File: config.mk
export PLATFORM = sky130hd
export DESIGN_NAME = exc_sequencer_flat
export DESIGN_NICKNAME = d
export VERILOG_FILES = /design/src/rtl/exc_pkg.sv /design/src/rtl/exc_sequencer_if.sv /design/src/rtl/exc_prio_enc.sv /design/src/rtl/exc_sequencer.sv /design/src/flat_wrapper.sv
export SDC_FILE = /design/constraint.sdc
export NUM_CORES = 1
export LEC_CHECK = 0
export ABC_AREA = 1
export BUFFER_PORTS_ARGS = -buffer_cell sky130_fd_sc_hd__buf_2
export CAP_MARGIN = 20
export CORE_AREA = 2 2 39 41
export DETAILED_ROUTE_END_ITERATION = 8
export DIE_AREA = 0 0 41 43
export PLACE_DENSITY = 0.77
export SYNTH_ARGS = -nofsm -noshare
export SYNTH_HDL_FRONTEND = slang
export SYNTH_SLANG_ARGS = --single-unit
File: constraint.sdc
create_clock -name clk -period 3.2 [get_ports clk]
set_clock_uncertainty 0.1 [all_clocks]
set_input_delay 0.64 -clock clk [delete_from_list [all_inputs] [get_ports clk]]
set_output_delay 0.64 -clock clk [all_outputs]
set_load 0.02 [all_outputs]
File: src/rtl/exc_pkg.sv
// Shared types and constants for the LEGv8 exception sequencer.
package exc_pkg;

    typedef enum logic [1:0] {IDLE, REQ, HANDLER} exc_state_t;

    localparam int unsigned ES_W        = 4;
    localparam logic [3:0]  ES_NONE     = 4'h0;
    localparam logic [3:0]  ES_INVOP    = 4'h1;
    localparam logic [3:0]  ES_IRQ_BASE = 4'h2;
    localparam logic [63:0] EXC_VECTOR  = 64'hD8;

    // Cause code for pending bit b: bit 0 is invalid opcode, bit k+1 is irq[k].
    function automatic logic [3:0] cause_code(input int unsigned bit_idx);
        return (bit_idx == 0) ? ES_INVOP : ES_IRQ_BASE + 4'(bit_idx - 1);
    endfunction

endpackage

File: src/rtl/exc_sequencer_if.sv
// Source/controller handshake bundle of the exception sequencer.
interface exc_sequencer_if #(
    parameter int unsigned NIRQ = 4
);
    logic            invalid_op;
    logic [NIRQ-1:0] irq;
    logic [NIRQ-1:0] irq_mask;
    logic            eret;
    logic            exc_ack;
    logic            exc;
    logic [3:0]      estatus;
    logic            busy;
    logic [NIRQ:0]   pending;
    logic            eret_err;
    logic            ack_timeout;

    modport master (
        output invalid_op, irq, irq_mask, eret, exc_ack,
        input  exc, estatus, busy, pending, eret_err, ack_timeout
    );

    modport slave (
        input  invalid_op, irq, irq_mask, eret, exc_ack,
        output exc, estatus, busy, pending, eret_err, ack_timeout
    );
endinterface

File: src/rtl/exc_prio_enc.sv
// Fixed-priority pick of one pending cause; lowest bit index wins.
module exc_prio_enc
    import exc_pkg::*;
#(
    parameter int unsigned NIRQ = 4
) (
    input  logic [NIRQ:0] req,
    output logic          valid_c,
    output logic [NIRQ:0] clr_c,
    output logic [3:0]    code_c
);

    // Scan high to low so the lowest set bit is the last one written.
    always_comb begin
        valid_c = |req;
        clr_c   = '0;
        code_c  = ES_NONE;
        for (int i = int'(NIRQ); i >= 0; i--) begin
            if (req[i]) begin
                clr_c    = '0;
                clr_c[i] = 1'b1;
                code_c   = cause_code(i);
            end
        end
    end

endmodule

File: src/rtl/exc_sequencer.sv
// Exception/interrupt sequencer: pending capture, priority pick, Exc/ExcAck/ERET handshake.
// Define EXC_ACK_TIMEOUT_EN to add the REQ-state acknowledge watchdog (ACK_TIMEOUT cycles).
module exc_sequencer
    import exc_pkg::*;
#(
    parameter int unsigned NIRQ = 4
`ifdef EXC_ACK_TIMEOUT_EN
    ,
    parameter int unsigned ACK_TIMEOUT = 16
`endif
) (
    input  logic            clk,
    input  logic            reset,
    exc_sequencer_if.slave  bus
);

    localparam int unsigned PW = NIRQ + 1;

    exc_state_t    state, state_nxt;
    logic [PW-1:0] pend_q;
    logic [3:0]    es_q;
    logic          exc_q;
    logic          busy_q;
    logic          eerr_q;
    logic          tmo_q;

    logic          sel_valid_c;
    logic [PW-1:0] sel_clr_c;
    logic [3:0]    sel_code_c;
    logic [PW-1:0] src_c;
    logic          take_c;
    logic          timeout_c;

    // Masked pulses are dropped before they ever reach the pending register.
    assign src_c = {bus.irq & ~bus.irq_mask, bus.invalid_op};

    exc_prio_enc #(.NIRQ(NIRQ)) u_prio (
        .req     (pend_q),
        .valid_c (sel_valid_c),
        .clr_c   (sel_clr_c),
        .code_c  (sel_code_c)
    );

`ifdef EXC_ACK_TIMEOUT_EN
    localparam int unsigned CW = (ACK_TIMEOUT > 2) ? $clog2(ACK_TIMEOUT) : 1;
    logic [CW-1:0] wd_q;

    // An acknowledge arriving on the limit cycle still wins.
    assign timeout_c = (state == REQ) && !bus.exc_ack && (wd_q == CW'(ACK_TIMEOUT - 1));

    always_ff @(posedge clk or negedge reset) begin
        if (!reset) begin
            wd_q <= '0;
        end else if (take_c) begin
            wd_q <= '0;
        end else if ((state == REQ) && !bus.exc_ack) begin
            wd_q <= wd_q + CW'(1);
        end
    end
`else
    assign timeout_c = 1'b0;
`endif

    // Next-state logic.
    always_comb begin
        state_nxt = state;
        take_c    = 1'b0;
        case (state)
            IDLE: begin
                if (sel_valid_c) begin
                    state_nxt = REQ;
                    take_c    = 1'b1;
                end
            end
            REQ: begin
                if (bus.exc_ack) begin
                    state_nxt = HANDLER;
                end else if (timeout_c) begin
                    state_nxt = IDLE;
                end
            end
            HANDLER: begin
                if (bus.eret) begin
                    state_nxt = IDLE;
                end
            end
            default: state_nxt = IDLE;
        endcase
    end

    // State, pending capture and registered outputs.
    always_ff @(posedge clk or negedge reset) begin
        if (!reset) begin
            state  <= IDLE;
            pend_q <= '0;
            es_q   <= ES_NONE;
            exc_q  <= 1'b0;
            busy_q <= 1'b0;
            eerr_q <= 1'b0;
            tmo_q  <= 1'b0;
        end else begin
            state  <= state_nxt;
            // A new event on the bit being cleared this cycle survives.
            pend_q <= (pend_q & ~(sel_clr_c & {PW{take_c}})) | src_c;
            exc_q  <= (state_nxt == REQ);
            busy_q <= (state_nxt != IDLE);
            eerr_q <= bus.eret && (state != HANDLER);
            tmo_q  <= timeout_c;
            if (take_c) begin
                es_q <= sel_code_c;
            end else if (state_nxt == IDLE) begin
                es_q <= ES_NONE;
            end
        end
    end

    assign bus.exc         = exc_q;
    assign bus.estatus     = es_q;
    assign bus.busy        = busy_q;
    assign bus.pending     = pend_q;
    assign bus.eret_err    = eerr_q;
    assign bus.ack_timeout = tmo_q;

endmodule

File: src/flat_wrapper.sv
// flat-port wrapper written by rule: the top's interface ports become plain ports
module exc_sequencer_flat import exc_pkg::*;
#(
    parameter int unsigned NIRQ = 4

)
  (clk, reset, bus_invalid_op, bus_irq, bus_irq_mask, bus_eret, bus_exc_ack, bus_exc, bus_estatus, bus_busy, bus_pending, bus_eret_err, bus_ack_timeout);
  exc_sequencer_if #(.NIRQ(NIRQ)) bus_i ();
  input  logic clk;
  input  logic reset;
  input wire logic [$bits(bus_i.invalid_op)-1:0] bus_invalid_op;
  input wire logic [$bits(bus_i.irq)-1:0] bus_irq;
  input wire logic [$bits(bus_i.irq_mask)-1:0] bus_irq_mask;
  input wire logic [$bits(bus_i.eret)-1:0] bus_eret;
  input wire logic [$bits(bus_i.exc_ack)-1:0] bus_exc_ack;
  output wire logic [$bits(bus_i.exc)-1:0] bus_exc;
  output wire logic [$bits(bus_i.estatus)-1:0] bus_estatus;
  output wire logic [$bits(bus_i.busy)-1:0] bus_busy;
  output wire logic [$bits(bus_i.pending)-1:0] bus_pending;
  output wire logic [$bits(bus_i.eret_err)-1:0] bus_eret_err;
  output wire logic [$bits(bus_i.ack_timeout)-1:0] bus_ack_timeout;
  assign bus_i.invalid_op = bus_invalid_op;
  assign bus_i.irq = bus_irq;
  assign bus_i.irq_mask = bus_irq_mask;
  assign bus_i.eret = bus_eret;
  assign bus_i.exc_ack = bus_exc_ack;
  assign bus_exc = bus_i.exc;
  assign bus_estatus = bus_i.estatus;
  assign bus_busy = bus_i.busy;
  assign bus_pending = bus_i.pending;
  assign bus_eret_err = bus_i.eret_err;
  assign bus_ack_timeout = bus_i.ack_timeout;
  exc_sequencer #(.NIRQ(NIRQ)) u_core (.clk(clk), .reset(reset), .bus(bus_i));
endmodule
-- Word level (Yosys, flattened, before mapping)
Cells that the tools add are included.
- register bits after elaboration: 14
- input port bits: 13
- equal/unequal tests: 4
- multiplexer cells: 18
- bitwise operators: 6
- reductions and logical operators: 6
- operators by type and width (cell ; number):
    $mux 5 ; 5
    $mux 4 ; 6
    $and 5x5->5 ; 2
    $mux 2 ; 3
    $pmux 2 s3 ; 1
    $not 5->5 ; 1
    $or 5x5->5 ; 1
    $reduce_or 5->1 ; 1
    $and 4x4->4 ; 1
    $eq 2x1->1 const B ; 2
    $logic_not 2->1 ; 2
    $not 4->4 ; 1
    $reduce_bool 2->1 ; 2
    $mux 3 ; 1
    $eq 2x2->1 const B ; 1
    $mux 1 ; 2
    $ne 2x2->1 const B ; 1
    $logic_and 1x1->1 ; 1

-- Depth between registers and ports, before layout
Gate-level depths: netlist of the first run.
- depth after elaboration: 9
- mapped depth: 6

-- Modules after synthesis
Synthesis of the first run repeated with hierarchy kept, for this count alone.
- cells, all modules: 81
- area, all modules: 656.9 µm²
- modules (own cells, without submodules) (module ; times used ; seq. area each (µm²) ; cells each ; area an instance (µm²)):
    exc_sequencer ; 1 ; 350.3 ; 63 ; 571.8
    exc_prio_enc ; 1 ; 0.0 ; 18 ; 85.1

-- Worst setup path before layout of the first run
OpenSTA, ideal clock, no wires.
- path kind: register to register
- start: register u_core.pend_q[3] (netlist: u_core.bus.pending[3])
- end: register u_core.busy_q (netlist: u_core.bus.busy)
- path slack: 1.922 ns
- buffers on the path: 0
- data required time: 2.976 ns
- cell stages (with the launch flop): 6
- library setup time: 0.124 ns
- arrival time: 1.054 ns
- path through: dfrtp_1 nor2_2 nand3_2 nand2_4 o21ai_2 or2_1
- cells in the longest elaborated chain, start to end: 4
- RTL lines (item ; line ; source):
    start: declaration ; exc_sequencer.sv:20 ; logic [PW-1:0] pend_q;
    start signal: assignment ; exc_sequencer.sv:104 ; pend_q <= (pend_q & ~(sel_clr_c & {PW{take_c}})) | src_c;
    $reduce_or 5->1 ; exc_prio_enc.sv:15 ; valid_c = |req;
    $mux 2 ; exc_sequencer.sv:70 ; if (sel_valid_c) begin
    $pmux 2 s3 ; exc_sequencer.sv:68 ; case (state)
    named net u_core.state_nxt[0] ; exc_sequencer.sv:19 ; exc_state_t state, state_nxt;
    $reduce_bool 2->1 ; exc_sequencer.sv:106 ; busy_q <= (state_nxt != IDLE);
    end signal: assignment ; exc_sequencer.sv:106 ;
    end: declaration ; exc_sequencer.sv:23 ; logic busy_q;
The timed path passes the listed nets, and every way through them passes these cells.
A chain may end at the register's enable or synchronous reset.

-- Worst setup path in the final report of the first run
- start: register u_core.pend_q[1] (netlist: u_core.bus.pending[1])
- end: output port bus_pending[1]
- RTL lines (item ; line ; source):
    end: declaration ; flat_wrapper.sv:19 ; output wire logic [$bits(bus_i.pending)-1:0] bus_pending;
No word-level cell between the ends.

==> results of run 1 <==
==> through the flow <==
step / setup WS, ns / power (mW)
3_5_place_dp: 1.80 / 0.539
5_1_grt: 1.52 / 0.681
3_3_place_gp: 1.83 / 0.530
2_1_floorplan: 1.92 / 0.455
6_report: 1.54 / 0.633
4_1_cts: 1.54 / 0.637
==> power breakdown <==
group	internal [mW]	total (mW)	switching [mW]
registers	0.220	0.272	0.0518
clock network	0.0482	0.101	0.0523
logic	0.0923	0.261	0.169
total	0.361	0.633	0.273
==> cells in the mapped netlist <==
library cell	n	area, sq um
nand2_1	7	26.3
inv_1	14	52.6
nand3_1	2	10.0
nand3_2	1	10.0
o21ai_1	3	15.0
o21ai_0	8	40.0
nor2_1	2	7.51
o21ai_2	2	17.5
nor2_4	2	22.5
dfrtp_1	13	325
nand4_1	1	6.26
or2_1	1	6.26
conb_1	1	3.75
o21bai_1	1	7.51
or2_2	1	6.26
nand2_4	1	11.3
buf_4	2	15.0
nor2_2	1	6.26
a21oi_1	2	10.0
==> how the worst max path moves through the flow <==
| stage | end | slack, ns | depth (start not counted) |
|---|---|---|---|
| 2_1_floorplan | u_core.bus.busy$_DFF_PN0_ | 1.92 | 5 |
| 3_3_place_gp | u_core.bus.estatus[2]$_DFFE_PN0P_ | 1.83 | 5 |
| 3_5_place_dp | u_core.bus.estatus[0]$_DFFE_PN0P_ | 1.80 | 5 |
| 4_1_cts | bus_pending[1] | 1.54 | 1 |
| 5_1_grt | bus_pending[1] | 1.52 | 1 |
| 6_report | bus_pending[1] | 1.54 | 1 |
==> cells by family after synthesis <==
family                 share of synthesized area [%]
AO/OA/AOI/OAI                                   15.0
buffers and inverters                           11.3
flip-flops                                      54.3
other                                          0.626
AND/OR/NAND/NOR                                 18.8
==> routing by layer <==
metal | wire [um] | GRT usage (%)
met1 | 479 | 16.4
met2 | 510 | 20.0
met3 | 45 | 1.57
met4 | 0 | 6.00
met5 | 0 | 0
==> cell type report <==
class | instances | area, sq um | area share, %
flip-flops and latches | 13 | 325 | 43.4
multi-input cells | 37 | 210 | 28.0
repair buffers | 23 | 115 | 15.4
inverters | 14 | 52.6 | 7.01
clock buffers | 4 | 26.3 | 3.51
well taps | 16 | 20.0 | 2.67
==> state kept, by name, summed over array words and instances, names as in the netlist <==
register and cells:
u_core.bus.pending 5, u_core.bus.estatus 3, u_core.state 2, u_core.bus.busy 1, u_core.bus.eret_err 1, u_core.bus.exc 1
==> metrics.yaml, run 1 <==
finish:
  n_antenna_cell: 0
  final_cell_mix: "buf_2 (23), inv_1 (14), dfrtp_1 (13), o21ai_0 (8), nand2_1 (7)"
  nets: 105
  fillCellCount: 134
  utilization_pct: 54.2
  drive_above_1_share_pct: 37.4
  syn2layout_area_growth_pct: 25.1
  final_common_cell: "buf_2"
  finalNonFillerCells: 107
  fin_area_sq_um: 749
sta:
  report.final.slew_viol_count: 0
  period_needed_ns: 1.66
  finalSetupTns_ns: 0
  fmax_mhz: 601
  whs_ns: 0.131
  min_period_over_period_pct: 52.0
  rsz0062_at_grt: "false"
  finalHoldViolCount: 0
  setup_viol: 0
routing:
  viasPerCell: 4.46
  dr.pass1.iters: 4
  wl_per_cell_um: 9.67
  drc_errors: 0
  wl_mm: 1.04
  routed-via-count: 477
  ant_nets: 0
  initialDrtViolationCount: 3
synthesis:
  syn_inst: 65
  avgSynthCellArea_sq_um: 9.22
  netlist_area_sq_um: 599
  synth_warnings: 0
  synth_seq_cells: 13
  yosys.cell_types.count: 19
  ys_seq_area_share_pct: 54.3
run:
  cap_violations: 0
pwr:
  leakagePower_nw: 0.387
  ir_drop_v: 0.000449
  powerDensity_mw_per_mm2: 845
run_status:
  outcome: "completed"
clock_network:
  post_cts_buffers: 0
  cts_tree: "done"
  hold_buffers: 0
  clkSlewWorstSetupHoldPaths_ns: 0.08
  ctsResizeCount: 0
  htree_levels: 1
  clock-sinks: 13
  cts_buffer_depth: 2
  clock_latency_ns: 0.27
  cts_buffers: 3
  cts_root_buf: "clkbuf_4"
worst_setup_path:
  reg2reg_depth: 5
  cp_max_fo: 5
  cp.arrival_ns: 0.92
  r2r_start: "u_core.bus.pending[1]$_DFF_PN0_"
  path_cells: "buf_2"
  cp_num_buf_inv: 1
  start_kind: "flip-flop"
  cp_slowest_cell: "dfrtp_1"
  cp-startpoint: "u_core.bus.pending[1]$_DFF_PN0_"
  cp_data_required_time_ns: 2.46
  max_stage_delay_ns: 0.45
  end_kind: "output pin"
  path_class: "flip-flop to output pin"
  r2r_slack_ns: 1.91
  worstReg2RegEnd: "u_core.bus.busy$_DFF_PN0_"
  crit_family: "flip-flops"
die:
  initial_core_util_pct: 43.3
  die_x_um: 41
  fp.coreArea_sq_mm: 0.00138
  ios: 26
  num_rows: 14
  die_y_um: 43
  die-area_sq_mm: 0.00176
global_route:
  grt_max_degree: 14
  antenna_found_initial: 0
  grt_usage_pct: 12.7
  grt_pass1_vias: 404
  grt_pass1_wl_mm: 1.57
  gr-total-overflow: 0
placed_design:
  placed_area_sq_um: 723
  port_buffers: 23
  dp.final_hpwl_um: 824
  dp_cells: 103
  gp_congestion: 0.764
worst_hold_path:
  hp-class: "input pin to asynchronous set/reset pin"
No activity file was read; power rests on OpenSTA's default activity.
==> inputs of run 2 (changes only) <==
--- a/config.mk
+++ b/config.mk
@@ -8,10 +8,10 @@
 export ABC_AREA = 1
 export BUFFER_PORTS_ARGS = -buffer_cell sky130_fd_sc_hd__buf_2
 export CAP_MARGIN = 20
-export CORE_AREA = 2 2 39 41
+export CORE_AREA = 2 2 40 42
 export DETAILED_ROUTE_END_ITERATION = 8
-export DIE_AREA = 0 0 41 43
-export PLACE_DENSITY = 0.77
+export DIE_AREA = 0 0 42 44
+export PLACE_DENSITY = 0.74
 export SYNTH_ARGS = -nofsm -noshare
 export SYNTH_HDL_FRONTEND = slang
 export SYNTH_SLANG_ARGS = --single-unit
==> constraint.sdc (replaced) <==
create_clock -name clk -period 1.7 [get_ports clk]
set_clock_uncertainty 0.1 [all_clocks]
set_input_delay 0.34 -clock clk [delete_from_list [all_inputs] [get_ports clk]]
set_output_delay 0.34 -clock clk [all_outputs]
set_load 0.02 [all_outputs]
==> run 2 against run 1 <==
- wire length up 2.3%
- sequential share of layout area down 0.57 points
- critical endpoint unchanged
- die area up 4.8%
- sequential power up 85%
- setup slack worse by 1.2 ns
- final cell count up 0.93%
- critical path depth unchanged
- flip-flop and latch count unchanged
- hold slack worse by 0.0068 ns
==> metrics.yaml, run 2 (synthesis results as in run 1) <==
die:
  fp.coreArea_sq_mm: 0.00142
  ios: 26
  die_x_um: 42
  num_rows: 14
  die-area_sq_mm: 0.00185
  initial_core_util_pct: 42.2
  die_y_um: 44
routing:
  routed-via-count: 490
  viasPerCell: 4.54
  wl_mm: 1.06
  ant_nets: 0
  drc_errors: 0
  dr.pass1.iters: 3
  initialDrtViolationCount: 4
  wl_per_cell_um: 9.81
sta:
  fmax_mhz: 744
  rsz0062_at_grt: "false"
  min_period_over_period_pct: 79.1
  period_needed_ns: 1.34
  setup_ws_ns: 0.356
  setup_viol: 0
  finalHoldViolCount: 0
  finalSetupTns_ns: 0
  report.final.slew_viol_count: 0
  whs_ns: 0.124
worst_setup_path:
  crit_family: "flip-flops"
  worstReg2RegEnd: "u_core.bus.busy$_DFF_PN0_"
  cp_slowest_cell: "dfrtp_1"
  cp.arrival_ns: 0.90
  cp_num_buf_inv: 1
  path_cells: "buf_2"
  cp-startpoint: "u_core.bus.pending[1]$_DFF_PN0_"
  reg2reg_depth: 5
  r2r_start: "u_core.bus.pending[3]$_DFF_PN0_"
  path_class: "flip-flop to output pin"
  endpoint: "bus_pending[1]"
  cp_data_required_time_ns: 1.26
  max_stage_delay_ns: 0.43
  cp_max_fo: 5
  end_kind: "output pin"
  r2r_slack_ns: 0.45
  path_depth: 1
  start_kind: "flip-flop"
global_route:
  antenna_found_initial: 0
  grt_pass1_vias: 466
  grt_max_degree: 14
  grt_usage_pct: 14.3
  grt_pass1_wl_mm: 1.87
  gr-total-overflow: 0
placed_design:
  port_buffers: 23
  placed_area_sq_um: 723
  gp_congestion: 0.794
  dp.final_hpwl_um: 792
  dp_cells: 103
  dpl_worst_slack_ns: 0.455
finish:
  syn2layout_area_growth_pct: 26.7
  drive_above_1_share_pct: 37.0
  final_cell_mix: "buf_2 (23), inv_1 (14), dfrtp_1 (13), o21ai_0 (8), nand2_1 (7)"
  nets: 106
  fin_area_sq_um: 759
  n_antenna_cell: 0
  finalNonFillerCells: 108
  largest_reg_flops: 5
  final_common_cell: "buf_2"
clock_network:
  post_cts_buffers: 0
  hold_buffers: 1
  clkSlewWorstSetupHoldPaths_ns: 0.08
  cts_tree: "done"
  htree_levels: 1
  cts_root_buf: "clkbuf_4"
  cts_buffers: 3
  cts_buffer_depth: 2
  clock-sinks: 13
  clock_latency_ns: 0.28
  ctsResizeCount: 0
pwr:
  powerDensity_mw_per_mm2: 1560
  leakagePower_nw: 0.392
  ir_drop_v: 0.000651
worst_hold_path:
  hp-class: "input pin to flip-flop"
  holdPathStages: 2
run_status:
  outcome: "completed"
run:
  cap_violations: 0
## run 2: final cells by class
| type | instances | area [sq um] |
|---|---|---|
| tap | 16 | 20.0 |
| sequential | 13 | 325 |
| inverter | 14 | 52.6 |
| fill | 130 | 659 |
| timing repair buffer | 24 | 125 |
| multi-input combinational | 37 | 210 |
| clock buffer | 4 | 26.3 |
## run 2: metal layers
metal,share of wire [%],up-vias,track usage (%)
li1,-,254,-
met1,42,217,15.2
met2,50,14,23.1
met3,4.0,5,3.75
met4,4.2,0,13.5
met5,0,-,0
## run 2: report_power, final
| part | internal (mW) | leakage (nW) | switching [mW] |
|---|---|---|---|
| registers | 0.414 | 0.146 | 0.0881 |
| logic | 0.175 | 0.230 | 0.315 |
| clock network | 0.0912 | 0.0150 | 0.102 |
## run 2: worst min path at each step
stage	start	end	slack, ns
2_1_floorplan	reset	u_core.bus.busy$_DFF_PN0_	-0.06
3_3_place_gp	reset	u_core.bus.pending[2]$_DFF_PN0_	0.13
3_5_place_dp	reset	u_core.bus.pending[2]$_DFF_PN0_	0.14
4_1_cts	bus_irq_mask[2]	u_core.bus.pending[3]$_DFF_PN0_	0.12
5_1_grt	bus_irq_mask[1]	u_core.bus.pending[2]$_DFF_PN0_	0.13
6_report	bus_irq_mask[2]	u_core.bus.pending[3]$_DFF_PN0_	0.12
## run 2: through the flow
step                      total power [mW]  utilization, %
after floorplan                      0.856               -
after global placement               0.992            51.0
after detailed placement              1.00            51.0
after CTS                             1.20            53.5
after global routing                  1.28            53.5
final                                 1.19            53.5
==> inputs of run 3 (changes only) <==
--- a/config.mk
+++ b/config.mk
@@ -5,13 +5,13 @@
 export SDC_FILE = /design/constraint.sdc
 export NUM_CORES = 1
 export LEC_CHECK = 0
-export ABC_AREA = 1
+export ABC_AREA = 0
 export BUFFER_PORTS_ARGS = -buffer_cell sky130_fd_sc_hd__buf_2
 export CAP_MARGIN = 20
-export CORE_AREA = 2 2 40 42
+export CORE_AREA = 2 2 42 44
 export DETAILED_ROUTE_END_ITERATION = 8
-export DIE_AREA = 0 0 42 44
-export PLACE_DENSITY = 0.74
+export DIE_AREA = 0 0 44 46
+export PLACE_DENSITY = 0.71
 export SYNTH_ARGS = -nofsm -noshare
 export SYNTH_HDL_FRONTEND = slang
 export SYNTH_SLANG_ARGS = --single-unit
==> constraint.sdc (replaced) <==
create_clock -name clk -period 1.1 [get_ports clk]
set_clock_uncertainty 0.1 [all_clocks]
set_input_delay 0.22 -clock clk [delete_from_list [all_inputs] [get_ports clk]]
set_output_delay 0.22 -clock clk [all_outputs]
set_load 0.02 [all_outputs]
==> run 3 against run 2 <==
- the run now ends with hold timing, setup timing left
- global-route usage is 2.1 points higher
- die area is 9.5% higher
- final cell count is 12% higher
- total power is 110% higher
- synthesized cell count is 9.2% lower
- area after synthesis is 0.84% higher
- utilization is 13 points higher
==> metrics.yaml, run 3 <==
finish:
  final_cell_mix: "buf_4 (14), buf_6 (13), buf_2 (12), dfrtp_1 (10), o21ai_1 (8)"
  syn2layout_area_growth_pct: 76.8
  nets: 118
  largest_reg_flops: 5
  fin_area_sq_mm: 0.00107
  drive_above_1_share_pct: 56.7
  n_antenna_cell: 0
  final_common_cell: "buf_4"
worst_setup_path:
  end_kind: "flip-flop"
  reg2reg_depth: 3
  cp.arrival_ns: 1.41
  cp_max_fo: 4
  start_kind: "flip-flop"
  path_class: "flip-flop to flip-flop"
  r2r_slack_ns: -0.23
  worstReg2RegEnd: "u_core.bus.pending[3]$_DFF_PN0_"
  cp_data_required_time_ns: 1.18
  r2r_start: "u_core.state[0]$_DFF_PN0_"
clock_network:
  clock_latency_ns: 0.28
  clock-sinks: 13
  clkSlewWorstSetupHoldPaths_ns: 0.08
  cts_buffer_depth: 2
  cts_buffers: 3
  cts_root_buf: "clkbuf_4"
  htree_levels: 1
  cts_tree: "done"
routing:
  dr.pass1.iters: 5
  drc_errors: 0
  initialDrtViolationCount: 9
  wl_per_cell_um: 12.7
  wl_mm: 1.54
  ant_nets: 0
  viasPerCell: 4.92
  routed-via-count: 595
synthesis:
  synth_seq_cells: 13
  netlist_area_sq_um: 604
  synth_common_cells: "dfrtp_1 (13), o21ai_0 (8), inv_1 (5), nand2_1 (5), o21ai_1 (3)"
  synth_warnings: 0
  yosys.area.top_type: "dfrtp_1"
  async_flop_share_pct: 100
  synth-main-ff-cell: "dfrtp_1"
  avgSynthCellArea_sq_um: 10.2
  yosys.cell_types.count: 26
  synth_edf_count: 0
  yosys-top-cells-area: "dfrtp_1 (54%), o21ai_0 (6.6%), inv_1 (3.1%), nand2_1 (3.1%), o41ai_2 (2.7%)"
  synth_most_common_cell: "dfrtp_1"
  syn_inst: 59
  yosysTopAreaCellShare_pct: 53.8
  ys_seq_area_share_pct: 53.8
placed_design:
  dp.final_hpwl_um: 942
  placed_area_sq_um: 782
  port_buffers: 23
  gp_congestion: 0.722
  dpl_worst_slack_ns: -0.200
pwr:
  finalPower_mw: 2.48
  ir_drop_v: 0.00145
  leakagePower_nw: 0.515
  powerDensity_mw_per_mm2: 2320
sta:
  report.final.slew_viol_count: 0
  fmax_mhz: 754
  finalSetupTns_ns: -2.54
  setup_ws_ns: -0.226
  setup_viol: 24
  rsz0062_at_grt: "true"
  period_needed_ns: 1.33
  finalHoldViolCount: 1
  min_period_over_period_pct: 121
  whs_ns: -0.00184
worst_hold_path:
  hp-class: "input pin to flip-flop"
  min_to: "u_core.bus.pending[2]$_DFF_PN0_"
  holdPathStages: 2
  min_from: "bus_irq_mask[1]"
run_status:
  outcome: "complete, but fails checks"
  failed_checks: "hold timing, setup timing"
die:
  die_y_um: 46
  initial_core_util_pct: 37.4
  die_x_um: 44
  fp.coreArea_sq_mm: 0.00161
  num_rows: 15
  ios: 26
  die-area_sq_mm: 0.00202
global_route:
  grt_max_degree: 14
  gr-total-overflow: 0
  grt_pass1_vias: 535
  antenna_found_initial: 0
  grt_usage_pct: 16.4
  grt_pass1_wl_mm: 2.32
run:
  cap_violations: 0
run 3: final cells by class:
class                      instances  area (sq um)
tap                               17          21.3
clock buffer                       4          26.3
inverter                           5          18.8
timing repair buffer              44           389
multi-input combinational         38           284
fill                             122           546
sequential                        13           329
run 3: worst max path at each step:
stage                               startpoint                         endpoint  slack [ns]  cells after the start
2_1_floorplan  u_core.bus.pending[0]$_DFF_PN0_  u_core.bus.pending[3]$_DFF_PN0_       -0.23                      3
3_3_place_gp         u_core.state[0]$_DFF_PN0_  u_core.bus.pending[3]$_DFF_PN0_       -0.19                      3
3_5_place_dp         u_core.state[0]$_DFF_PN0_  u_core.bus.pending[3]$_DFF_PN0_       -0.20                      3
6_report             u_core.state[0]$_DFF_PN0_  u_core.bus.pending[3]$_DFF_PN0_       -0.23                      3
4_1_cts              u_core.state[0]$_DFF_PN0_  u_core.bus.pending[3]$_DFF_PN0_       -0.22                      3
5_1_grt              u_core.state[0]$_DFF_PN0_  u_core.bus.pending[3]$_DFF_PN0_       -0.27                      3
run 3: kinds of logic after synthesis:
group / synth area share (%)
AOI/OAI and AO/OA: 19.9
buffers and inverters: 7.04
DFF: 53.8
muxes: 1.66
other: 0.621
and+or+nand+nor: 17.0
run 3: stage by stage:
| stage | util (%) | cells |
|---|---|---|
| 4_1_cts | 64.3 | 117 |
| 2_1_floorplan | - | 60 |
| 5_1_grt | 66.2 | 121 |
| 3_5_place_dp | 48.4 | 103 |
| 3_3_place_gp | 48.4 | 103 |
| 6_report | 66.2 | 121 |
run 3: routing by layer:
layer	vias up	GRT usage, %	share of wire, %
li1	287	-	-
met1	284	18.0	39
met2	21	29.4	55
met3	3	3.57	4.2
met4	0	9.09	1.8
met5	-	0	0
run 3: what timing repair did:
action                                  CTS  global route
endpoints found under the setup margin   21            24
pin swaps                                 2             2
endpoints found under the hold margin    15             0
gates resized for setup                  38             3
setup buffers                             6             4
cloned                                    1             0
hold buffers                              3             0
run 3: power breakdown:
| part | internal [mW] | leakage (nW) | switching, mW |
|---|---|---|---|
| Combinational | 0.814 | 0.358 | 0.595 |
| Sequential | 0.637 | 0.142 | 0.128 |
| Clock | 0.141 | 0.0150 | 0.163 |
run 3: worst max-delay path, stage by stage, from the launching register on:
cell	delay, ns
dfrtp_1	0.39
or3_4	0.42
nand2b_4	0.15
a22o_1	0.17
